File: src/rtl/alu4_pkg.sv
// Definitions shared by alu4 and its sequencer: opcode values and the
// sequencer's state encoding.
package alu4_pkg;

    localparam logic [2:0] OP_ADD = 3'b000;
    localparam logic [2:0] OP_SUB = 3'b001;
    localparam logic [2:0] OP_XOR = 3'b010;
    localparam logic [2:0] OP_SHL = 3'b011;
    localparam logic [2:0] OP_MUL = 3'b100;

    typedef enum logic [2:0] {
        ST_IDLE,
        ST_ISSUE,
        ST_WAIT_FIX,
        ST_WAIT_MUL,
        ST_MUL_CAP,
        ST_RESP
    } state_t;

    // True for opcodes OP_ADD through OP_MUL.
    function automatic logic is_valid_op(input logic [2:0] op);
        return op <= OP_MUL;
    endfunction

endpackage

File: src/rtl/alu4_sequencer.sv
// Initiator for the alu4 init/done protocol: takes one command at a time,
// pulses init, waits for the result and offers it on a response channel.
module alu4_sequencer
    import alu4_pkg::*;
#(
    parameter int NONMUL_LAT  = 2,
    parameter int MUL_TIMEOUT = 32
) (
    input  logic       clk,
    input  logic       rst,
    input  logic       cmd_valid,
    output logic       cmd_ready,
    input  logic [2:0] cmd_op,
    input  logic [3:0] cmd_a,
    input  logic [3:0] cmd_b,
    output logic [2:0] alu_opcode,
    output logic [3:0] alu_a,
    output logic [3:0] alu_b,
    output logic       alu_init,
    input  logic [7:0] alu_y,
    input  logic       alu_overflow,
    input  logic       alu_zero,
    input  logic       alu_done,
    output logic       rsp_valid,
    input  logic       rsp_ready,
    output logic [7:0] rsp_y,
    output logic       rsp_overflow,
    output logic       rsp_zero,
    output logic       rsp_err
);

    localparam int MAX_CNT = (MUL_TIMEOUT > NONMUL_LAT) ? MUL_TIMEOUT : NONMUL_LAT;
    localparam int CNT_W   = $clog2(MAX_CNT + 1);

    state_t             state, state_nx;
    logic [CNT_W-1:0]   cnt, cnt_nx;
    logic               accept;
    logic               cap_alu;
    logic               cap_err;

    always_ff @(posedge clk or negedge rst) begin
        if (!rst) begin
            state <= ST_IDLE;
            cnt   <= '0;
        end else begin
            state <= state_nx;
            cnt   <= cnt_nx;
        end
    end

    always_comb begin
        state_nx  = state;
        cnt_nx    = cnt;
        accept    = 1'b0;
        cap_alu   = 1'b0;
        cap_err   = 1'b0;
        cmd_ready = 1'b0;
        alu_init  = 1'b0;
        rsp_valid = 1'b0;
        case (state)
            ST_IDLE: begin
                cmd_ready = 1'b1;
                if (cmd_valid) begin
                    accept = 1'b1;
                    cnt_nx = '0;
                    if (is_valid_op(cmd_op)) begin
                        state_nx = ST_ISSUE;
                    end else begin
                        cap_err  = 1'b1;
                        state_nx = ST_RESP;
                    end
                end
            end
            ST_ISSUE: begin
                alu_init = 1'b1;
                cnt_nx   = '0;
                state_nx = (alu_opcode == OP_MUL) ? ST_WAIT_MUL : ST_WAIT_FIX;
            end
            ST_WAIT_FIX: begin
                if (cnt == CNT_W'(NONMUL_LAT - 1)) begin
                    cap_alu  = 1'b1;
                    cnt_nx   = '0;
                    state_nx = ST_RESP;
                end else begin
                    cnt_nx = cnt + 1'b1;
                end
            end
            ST_WAIT_MUL: begin
                // A done seen in the first cycle may be left over from the
                // previous multiply; done takes priority over the timeout.
                if (cnt != '0 && alu_done) begin
                    cnt_nx   = '0;
                    state_nx = ST_MUL_CAP;
                end else if (cnt == CNT_W'(MUL_TIMEOUT - 1)) begin
                    cap_err  = 1'b1;
                    cnt_nx   = '0;
                    state_nx = ST_RESP;
                end else begin
                    cnt_nx = cnt + 1'b1;
                end
            end
            ST_MUL_CAP: begin
                cap_alu  = 1'b1;
                state_nx = ST_RESP;
            end
            ST_RESP: begin
                rsp_valid = 1'b1;
                if (rsp_ready) begin
                    state_nx = ST_IDLE;
                end
            end
            default: begin
                state_nx = ST_IDLE;
            end
        endcase
    end

    always_ff @(posedge clk or negedge rst) begin
        if (!rst) begin
            alu_opcode   <= '0;
            alu_a        <= '0;
            alu_b        <= '0;
            rsp_y        <= '0;
            rsp_overflow <= 1'b0;
            rsp_zero     <= 1'b0;
            rsp_err      <= 1'b0;
        end else begin
            if (accept) begin
                alu_opcode <= cmd_op;
                alu_a      <= cmd_a;
                alu_b      <= cmd_b;
            end
            if (cap_alu) begin
                rsp_y        <= alu_y;
                rsp_overflow <= alu_overflow;
                rsp_zero     <= alu_zero;
                rsp_err      <= 1'b0;
            end else if (cap_err) begin
                rsp_y        <= '0;
                rsp_overflow <= 1'b0;
                rsp_zero     <= 1'b0;
                rsp_err      <= 1'b1;
            end
        end
    end

endmodule

File: config.mk
export PLATFORM = sky130hd
export DESIGN_NAME = alu4_sequencer
export DESIGN_NICKNAME = d
export VERILOG_FILES = /design/src/rtl/alu4_pkg.sv /design/src/rtl/alu4_sequencer.sv
export SDC_FILE = /design/constraint.sdc
export NUM_CORES = 1
export LEC_CHECK = 0
export BUFFER_PORTS_ARGS = -buffer_cell sky130_fd_sc_hd__buf_2
export CAP_MARGIN = 15
export CORE_MARGIN = 2
export CORE_UTILIZATION = 49
export CTS_CLUSTER_DIAMETER = 150
export DETAILED_ROUTE_END_ITERATION = 8
export PLACE_DENSITY = 0.78
export SYNTH_ARGS = -nofsm -noshare
export SYNTH_HDL_FRONTEND = slang
export SYNTH_SLANG_ARGS = --single-unit
File: constraint.sdc
create_clock -name clk -period 2.7 [get_ports clk]
set_input_delay 0.27 -clock clk [delete_from_list [all_inputs] [get_ports clk]]
set_output_delay 0.27 -clock clk [all_outputs]
set_load 0.01 [all_outputs]
# --- Yosys cells after proc, flatten, opt, wreduce, memory -nomap -nowiden ---
# Index checks and enable logic that the tools add are counted.
totals:
  register_bits: 31
  inputBits: 26
  elab_cells: 62
classes:
  n_addsub: 1
  n_lt_le_gt_ge: 1
  eq_ne: 12
  mux: 32
  n_reduce_logical: 7
ops:
  columns: ["cell", "n"]
  rows:
  - ["two-way mux 6 bit", 4]
  - ["case mux 6 bit (4 select lines)", 1]
  - ["two-way mux 3 bit", 6]
  - ["case mux 3 bit (6 select lines)", 1]
  - ["two-way mux 1 bit", 16]
  - ["two-way mux 8 bit", 2]
  - ["== test 3 bit, second input constant", 3]
  - ["adder 6 x 1 -> 6 bit, second input constant", 1]
  - ["== test 3 x 2 -> 1 bit, second input constant", 2]
  - ["== test 6 x 1 -> 1 bit, second input constant", 1]
  - ["== test 6 x 5 -> 1 bit, second input constant", 1]
  - ["!= test 2 bit, second input constant", 3]
  - ["nonzero test 6 bit", 1]
  - ["case mux 1 bit (2 select lines)", 2]
  - ["AND reduction 4 bit", 1]
  - ["nonzero test 4 bit", 1]
  - ["== test 3 x 1 -> 1 bit, second input constant", 1]
  - ["less-or-equal comparator 3 bit, second input constant", 1]
  - ["zero test 3 bit", 1]
  - ["!= test 3 bit, second input constant", 1]
  - ["AND reduction 2 bit", 1]
  - ["nonzero test 2 bit", 1]
  - ["logical AND 1 bit", 1]

# --- Longest topological paths before layout ---
# Gate-level depths: netlist of the first run.
logic_depth:
  depth_word: 6
  mapped_depth: 6
  mapped_depth_nobuf: 6

# --- Worst setup path before layout of the first run ---
# No wires, ideal clock.
synth_path:
  path_kind: "flip-flop to flip-flop"
  startpoint: "reg cnt[3]"
  endpoint: "reg rsp_overflow"
  arrival_time_ns: 1.809
  setup_slack_ns: 0.769
  stages_incl_launch_ff: 6
  path_cell_list: "dfrtp_1 -> nor4_4 -> a21boi_2 -> or4_4 -> buf_6 -> a32o_1"
synth_between:
  elab_chain_cells: 5
  elab_cells_between_ends: 11
  cone_classes: "eq/ne (2); mux (6); reduce/logical (3)"
synth_lines:
  columns: ["element", "line", "text"]
  rows:
  - ["start: declaration", "alu4_sequencer.sv:36", "logic [CNT_W-1:0] cnt, cnt_nx;"]
  - ["start signal: assignment", "alu4_sequencer.sv:47", "cnt <= cnt_nx;"]
  - ["== test 6 x 5 -> 1 bit or nonzero test 6 bit (tied branches)", "alu4_sequencer.sv:94, alu4_sequencer.sv:91", null]
  - ["two-way mux 1 bit or logical AND 1 bit (tied branches)", "alu4_sequencer.sv:94, alu4_sequencer.sv:91", null]
  - ["two-way mux 1 bit", "alu4_sequencer.sv:91", "if (cnt != '0 && alu_done) begin"]
  - ["case mux 1 bit (2 select lines)", "alu4_sequencer.sv:60", "case (state)"]
  - ["nonzero test 2 bit (no source line)", null, null]
  - ["end signal: assignment", "alu4_sequencer.sv:135", "rsp_overflow <= alu_overflow;"]
  - ["end: declaration", "alu4_sequencer.sv:27", "output logic rsp_overflow,"]
# Several ways; a longest one is shown, not always the timed one.
# A chain may end at the register's enable or synchronous reset.

# --- Worst setup path in the final report of the first run ---
layout_path:
  startpoint: "reg cnt[3]"
  endpoint: "reg state[1]"
layout_between:
  elab_chain_cells: 4
  elab_cells_between_ends: 9
  cone_classes: "eq/ne (4); mux (2); reduce/logical (3)"
layout_lines:
  columns: ["element", "line", "text"]
  rows:
  - ["nonzero test 6 bit", "alu4_sequencer.sv:91", null]
  - ["logical AND 1 bit", "alu4_sequencer.sv:91", null]
  - ["two-way mux 3 bit or != test 3 bit (tied branches)", null, null]
  - ["case mux 3 bit (6 select lines) or AND reduction 4 bit (tied branches)", null, null]
  - ["end signal: assignment", "alu4_sequencer.sv:46", "state <= state_nx;"]
  - ["end: declaration", "alu4_sequencer.sv:35", "state_t state, state_nx;"]
# Several ways; a longest one is shown, not always the timed one.

==> metrics.csv, run 1 <==
stage;metric;value;unit
run_status;run status;complete, no violations;
setup_path;CP Capture Type;register;
setup_path;reg2reg end;state[1]$_DFFE_PN0P_;
synthesis;yosys warns;0;
clocking;setup bufs post-CTS;0;
place;Detailed Place HPWL;2.61;mm
global_routing;GR peak layer;met2;
die;Rows;20;
setup_path;FF-to-FF path depth;4;
finish;Layout fillers;240;
clocking;Inserted Clock Buffers;5;
synthesis;cell accounting for the most synthesized area;dfrtp_1;
synthesis;sequential fraction of the synthesis area;50.9;%
synthesis;synth cell count leaders;dfrtp_1, mux2_2, a32o_1, a21oi_1;
routing;total number of vias;1286;
sta;Slew Limit Fails;0;
sta;final hold vios;0;
clocking;CTS tree;done;
setup_path;Critical-path top delay cell;or4_2;
routing;Iter 0 DRT Violations;35;
die;Die H;59.7;um
global_routing;met3 global-route usage;6.71;%
setup_path;CP delay by family, top;simple AND/OR/NAND/NOR gates;
die;Die W;59.7;um
synthesis;syn_nets;161;
worst_hold_path;Hold EP;rsp_y[5]$_DFFE_PN0P_;
sta;clock skew;5.47;ps
power_and_ir_drop;Lkg Pwr;0.876;nW
synthesis;post-synthesis cell count;132;
routing;vias per cell;5.90;
sta;unrepaired setup endpoints after global routing;false;
sta;relative slew slack;43.1;%
routing;First-pass DRT Iterations;4;
global_routing;met2 Track Usage GR;36.5;%
die;CORE AREA;3000;um^2
synthesis;Yosys top cell area share;50.9;%
sta;Tightest Pin Transition;851;ps
routing;post-route ant nets;0;
sta;final setup TNS;0;ps
setup_path;crit start category;register;
worst_hold_path;Worst Hold Class;in2reg;
routing;DRC Markers;0;
die;DIE AREA;3570;um^2
synthesis;synthesis-stage register bit count;31;
synthesis;Post-synth EDFFs;0;
routing;DR WL/cell;16.1;um
sta;Final period util;83.1;%
synthesis;Mapped Avg Cell Area;11.5;um^2
synthesis;Netlist cell types;40;
setup_path;CP cell instances;or4_2 -> o21ai_0 -> o32ai_1 -> or2_2;
synthesis;async set-reset flop share out of synthesis;100;%
setup_path;Buffers & Inverters on Critical Path;0;
setup_path;critical path class;reg2reg;
synthesis;cell with the most instances after synthesis;dfrtp_1;
worst_hold_path;hold path startpoint;alu_y[5];
setup_path;R2R Setup Slk;460;ps
sta;Tmin final;2240;ps
global_routing;first-pass GRT wire length;5.95;mm
die;Initial Util;50.7;%
finish;Final nets;213;
finish;# diodes;0;
clocking;clock transition at the registers of the reported paths;90;ps
place;Port Buffers;50;
finish;Area growth, synth to finish;21.3;%
finish;layout cells sized above 1;43.2;%
global_routing;vias in the first global route;1300;
place;GP Congestion;0.932;
clocking;worst skew pair latency;340;ps
global_routing;initial antenna violation count;0;
routing;final WL;3.52;mm
power_and_ir_drop;Cell Pwr Density;1060;nW/um^2
clocking;root buf cell;clkbuf_4;
synthesis;Cell Area, Synth;1520;um^2
flow_run;Max Cap Viol;0;
clocking;clock buffer depth;2;
clocking;CTS Sinks;31;
setup_path;Largest stage delay, worst path;750;ps
sta;Peak Freq;0.446;GHz
global_routing;largest net degree at the start of global routing;32;
finish;final core utilization;61.5;%
setup_path;Data arrival, critical path;2470;ps
clocking;post-cts repair resize count;0;
global_routing;Tot GR Track Use;22.8;%
clocking;cts hold-fix bufs;1;
global_routing;total grt overflow;0;
worst_hold_path;Hold Path Depth;2;
sta;final setup fails;0;
setup_path;WP data required;2920;ps
clocking;H-tree Lvls;2;
synthesis;Synth area leaders;dfrtp_1, mux2_2, a32o_1;
setup_path;crit path max fanout;7;
power_and_ir_drop;Max VDD drop;0.658;mV
die;Boundary Pins;51;
global_routing;met1 Track Usage GR;28.7;%
synthesis;ys flop type;dfrtp_1;
setup_path;R2R Path Start;cnt[3]$_DFFE_PN0P_;
registers in the layout, summed over array words and instances, names as in the netlist:
name	cells
rsp_err	1
alu_b	4
state	3
alu_a	4
cnt	6
rsp_zero	1
rsp_overflow	1
alu_opcode	3
rsp_y	8
worst reg2reg max path: stages, from the launching register on:
cell and delay [ps]:
dfrtp_1 470, or4_2 760, o21ai_0 290, o32ai_1 270
or2_2 340
kinds of logic after synthesis:
logic type / Yosys count / share of synthesized area [%]
AOI/OAI and AO/OA: 39 / 20.1
adders and majority gates: 3 / 2.47
and+or+nand+nor: 36 / 14.4
DFF: 31 / 50.9
buffers and inverters: 11 / 3.29
muxes: 12 / 8.87
power breakdown:
group          internal, mW  switching, mW  leakage, nW
clock network         0.100          0.160       0.0282
registers             0.654          0.158        0.390
logic                 0.428          0.460        0.458
worst max-delay path by stage:
| stage | end | startpoint | depth (start not counted) |
|---|---|---|---|
| after global placement | cnt[0]$_DFFE_PN0P_ | cnt[3]$_DFFE_PN0P_ | 4 |
| final | state[1]$_DFFE_PN0P_ | cnt[3]$_DFFE_PN0P_ | 4 |
| after floorplan | rsp_overflow$_DFFE_PN0P_ | cnt[3]$_DFFE_PN0P_ | 5 |
| after global routing | cnt[3]$_DFFE_PN0P_ | cnt[3]$_DFFE_PN0P_ | 4 |
| after detailed placement | state[1]$_DFFE_PN0P_ | cnt[3]$_DFFE_PN0P_ | 4 |
| after CTS | state[1]$_DFFE_PN0P_ | cnt[3]$_DFFE_PN0P_ | 4 |
layer usage:
| metal | up-vias | wire [um] |
|---|---|---|
| li1 | 605 | - |
| met1 | 626 | 1530 |
| met2 | 46 | 1700 |
| met3 | 9 | 217 |
| met4 | 0 | 68 |
| met5 | - | 0 |
metrics by stage:
step                      total power, mW  setup slack, ps  instances  hold slack [ps]  area [um^2]
after floorplan                      1.38              769        132            -25.6         1520
after global placement               1.66              707        209              340         1780
after detailed placement             1.70              552        209              358         1780
after CTS                            1.97              514        218              139         1850
after global routing                 2.09              392        218              139         1850
final                                1.96              456        218              143         1850
cell usage in the layout, fill, tap and decap left out, types with 2 or more instances in the layout:
cell type	synthesis	final
nor3_1	5	5
ha_1	3	3
inv_1	5	5
nand2b_1	2	2
dfrtp_1	31	31
buf_2	1	50
a32o_1	10	10
nor2_1	6	6
o21ai_0	3	3
mux2_2	12	12
nand3_1	3	3
or2_2	2	2
nor2b_1	2	2
o41ai_1	3	3
a22o_1	3	3
clkbuf_4	0	5
nand2_1	6	6
o32ai_1	2	2
a21oi_1	8	8
final cells by class:
| type | instances | area [um^2] | area share (%) |
|---|---|---|---|
| inverter | 5 | 18.8 | 1.02 |
| timing repair buffer | 51 | 260 | 14.1 |
| tap | 33 | 41.3 | 2.24 |
| clock inverter | 2 | 12.5 | 0.678 |
| clock buffer | 6 | 41.3 | 2.24 |
| sequential | 31 | 776 | 42.0 |
| multi-input combinational | 90 | 697 | 37.7 |
Power figures use the tool's default switching activity.
==> run 2, diff against run 1 <==
- ABC_AREA: default -> 1
- CORE_UTILIZATION: 49 -> 50
- PLACE_DENSITY: 0.78 -> 0.79
- clock period: 2.7 -> 2.11 ns (I/O delays scaled with it)
==> metrics.csv, run 2 <==
stage;metric;value;unit
clocking;setup bufs post-CTS;0;
setup_path;crit path max fanout;11;
synthesis;Cell Area, Synth;1570;um^2
synthesis;synth cell count leaders;nand2_1, dfrtp_1, inv_1, nand3_1, nand4_1;
clocking;root buf cell;clkbuf_4;
finish;most common cell after layout, fill and taps aside;nand2_1;
finish;Final nets;280;
sta;final setup fails;0;
routing;vias per cell;4.79;
setup_path;R2R Setup Slk;450;ps
clocking;CTS Sinks;31;
global_routing;largest net degree at the start of global routing;32;
setup_path;CP Capture Type;register;
setup_path;WP data required;2360;ps
setup_path;critical path class;reg2reg;
synthesis;Netlist cell types;24;
routing;final WL;3.22;mm
sta;clock skew;7.54;ps
clocking;clock transition at the registers of the reported paths;100;ps
routing;DRC Markers;0;
place;Port Buffers;50;
sta;unrepaired setup endpoints after global routing;false;
setup_path;crit start category;register;
power_and_ir_drop;Lkg Pwr;1.10;nW
clocking;H-tree Lvls;2;
global_routing;Tot GR Track Use;19.1;%
sta;final setup TNS;0;ps
synthesis;Post-synth EDFFs;0;
synthesis;ys flop type;dfrtp_1;
finish;Largest Register;rsp_y;
finish;commonest non-fill, non-tap cells in the layout;nand2_1, buf_2, dfrtp_1;
global_routing;total grt overflow;0;
routing;total number of vias;1418;
sta;Tightest Pin Transition;669;ps
die;Boundary Pins;51;
synthesis;synthesis-stage register bit count;31;
sta;Tmin final;1660;ps
global_routing;first-pass GRT wire length;5.10;mm
sta;Fin Hold WS;58.1;ps
finish;max FFs per register;8;
finish;Finished Cell Area;1940;um^2
sta;Slew Limit Fails;0;
place;Post-DP Area;1840;um^2
routing;Iter 0 DRT Violations;47;
sta;final hold vios;0;
global_routing;initial antenna violation count;0;
synthesis;Mapped Avg Cell Area;7.96;um^2
power_and_ir_drop;Max VDD drop;0.665;mV
setup_path;Data arrival, critical path;1910;ps
sta;Final period util;78.9;%
synthesis;async set-reset flop share out of synthesis;100;%
clocking;clock buffer depth;2;
synthesis;post-synthesis cell count;197;
clocking;post-cts repair resize count;0;
finish;Layout fillers;283;
die;DIE AREA;3600;um^2
synthesis;cell accounting for the most synthesized area;dfrtp_1;
die;Die H;60.0;um
finish;layout cells sized above 1;30.2;%
worst_hold_path;Worst Hold Class;in2reg;
sta;Peak Freq;0.601;GHz
routing;post-route ant nets;0;
routing;First-pass DRT Iterations;4;
synthesis;yosys warns;0;
finish;Area growth, synth to finish;23.5;%
place;Detailed Place HPWL;2.41;mm
clocking;worst skew pair latency;340;ps
die;Initial Util;51.8;%
power_and_ir_drop;Cell Pwr Density;1360;nW/um^2
run_status;run status;complete, no violations;
synthesis;sequential fraction of the synthesis area;49.5;%
flow_run;Max Cap Viol;0;
synthesis;syn_nets;226;
die;CORE AREA;3030;um^2
sta;final worst setup slack;446;ps
finish;biggest regs;rsp_y (8), cnt (6);
die;Rows;20;
synthesis;cell with the most instances after synthesis;nand2_1;
die;Die W;60.0;um
clocking;CTS tree;done;
routing;DR WL/cell;10.9;um
synthesis;Yosys top cell area share;49.5;%
clocking;Inserted Clock Buffers;5;
global_routing;vias in the first global route;1192;
finish;# diodes;0;
sta;relative slew slack;55.4;%
synthesis;Synth area leaders;dfrtp_1, nand2_1, nand4_1;
place;Post-Place Worst Slack;474;ps
place;GP Congestion;0.815;
==> run 2: cell count changes after synthesis, moves of 6 or more <==
cell and delta:
nor2_1 +6, nand3_1 +10, a32o_1 -10, a21oi_1 -7, inv_2 +6, nand2_1 +69
inv_1 +9, mux2_2 -12, nand4_1 +13
==> run 2: cell type report <==
type | instances | area, um^2 | share of cell area [%]
Timing Repair Buffer | 52 | 268 | 13.8
Multi-Input combinational cell | 140 | 673 | 34.8
Clock inverter | 2 | 35.0 | 1.81
Tap cell | 44 | 55.1 | 2.84
Inverter | 21 | 78.8 | 4.07
Sequential cell | 31 | 776 | 40.1
Clock buffer | 6 | 51.3 | 2.65
==> run 2: critical path, cell delays in order, from the launching register on <==
cell and delay [ps]:
dfrtp_1 460, ha_1 240, nand2_1 100, inv_2 50, nand3_2 80, clkinv_1 80, nand3_1 320, nand3b_1 140
nand2_1 80, inv_1 30
==> run 2: final timing paths <==
kind,cells after the start,endpoint,start
max in group asynchronous,2,rsp_y[6]$_DFFE_PN0P_,rst
min in group asynchronous,2,state[1]$_DFFE_PN0P_,rst
hold reg to reg,2,alu_a[1]$_DFFE_PN0P_,alu_a[1]$_DFFE_PN0P_
setup / recovery,9,rsp_err$_DFFE_PN0P_,cnt[0]$_DFFE_PN0P_
hold / removal,3,alu_a[2]$_DFFE_PN0P_,cmd_a[2]
setup reg to reg,9,rsp_err$_DFFE_PN0P_,cnt[0]$_DFFE_PN0P_
==> run 2: timing repair <==
item | in CTS | in global routing
hold endpoints to repair | 31 | 0
endpoints found under the setup margin | 0 | 0
hold buffers | 1 | 0
==> run 2: cells by family after synthesis <==
kind of cell	after synthesis	share of synthesized area, %
simple gates	124	35.1
flops	31	49.5
buf+inv	26	7.58
compound gates	11	4.31
fa+ha+maj	3	2.39
xor+xnor	2	1.12
==> run 2: per-stage QoR <==
stage | utilization, % | std cells | total power [mW]
2_1_floorplan | - | 197 | 1.78
3_5_place_dp | 60.8 | 287 | 2.16
6_report | 64.0 | 296 | 2.63
3_3_place_gp | 60.8 | 287 | 2.12
4_1_cts | 64.0 | 296 | 2.65
5_1_grt | 64.0 | 296 | 2.85
==> run 2: routing by layer <==
metal	vias to the layer above	global-route usage [%]	wire length (um)
met1	631	27.0	1580
met4	0	9.52	67
met5	-	0	0
met3	7	4.33	189
met2	44	27.3	1380
li1	736	-	-
==> run 2: power breakdown <==
part,total (mW),switching (mW),internal (mW)
logic,1.14,0.712,0.431
clock network,0.495,0.215,0.280
registers,0.993,0.163,0.830
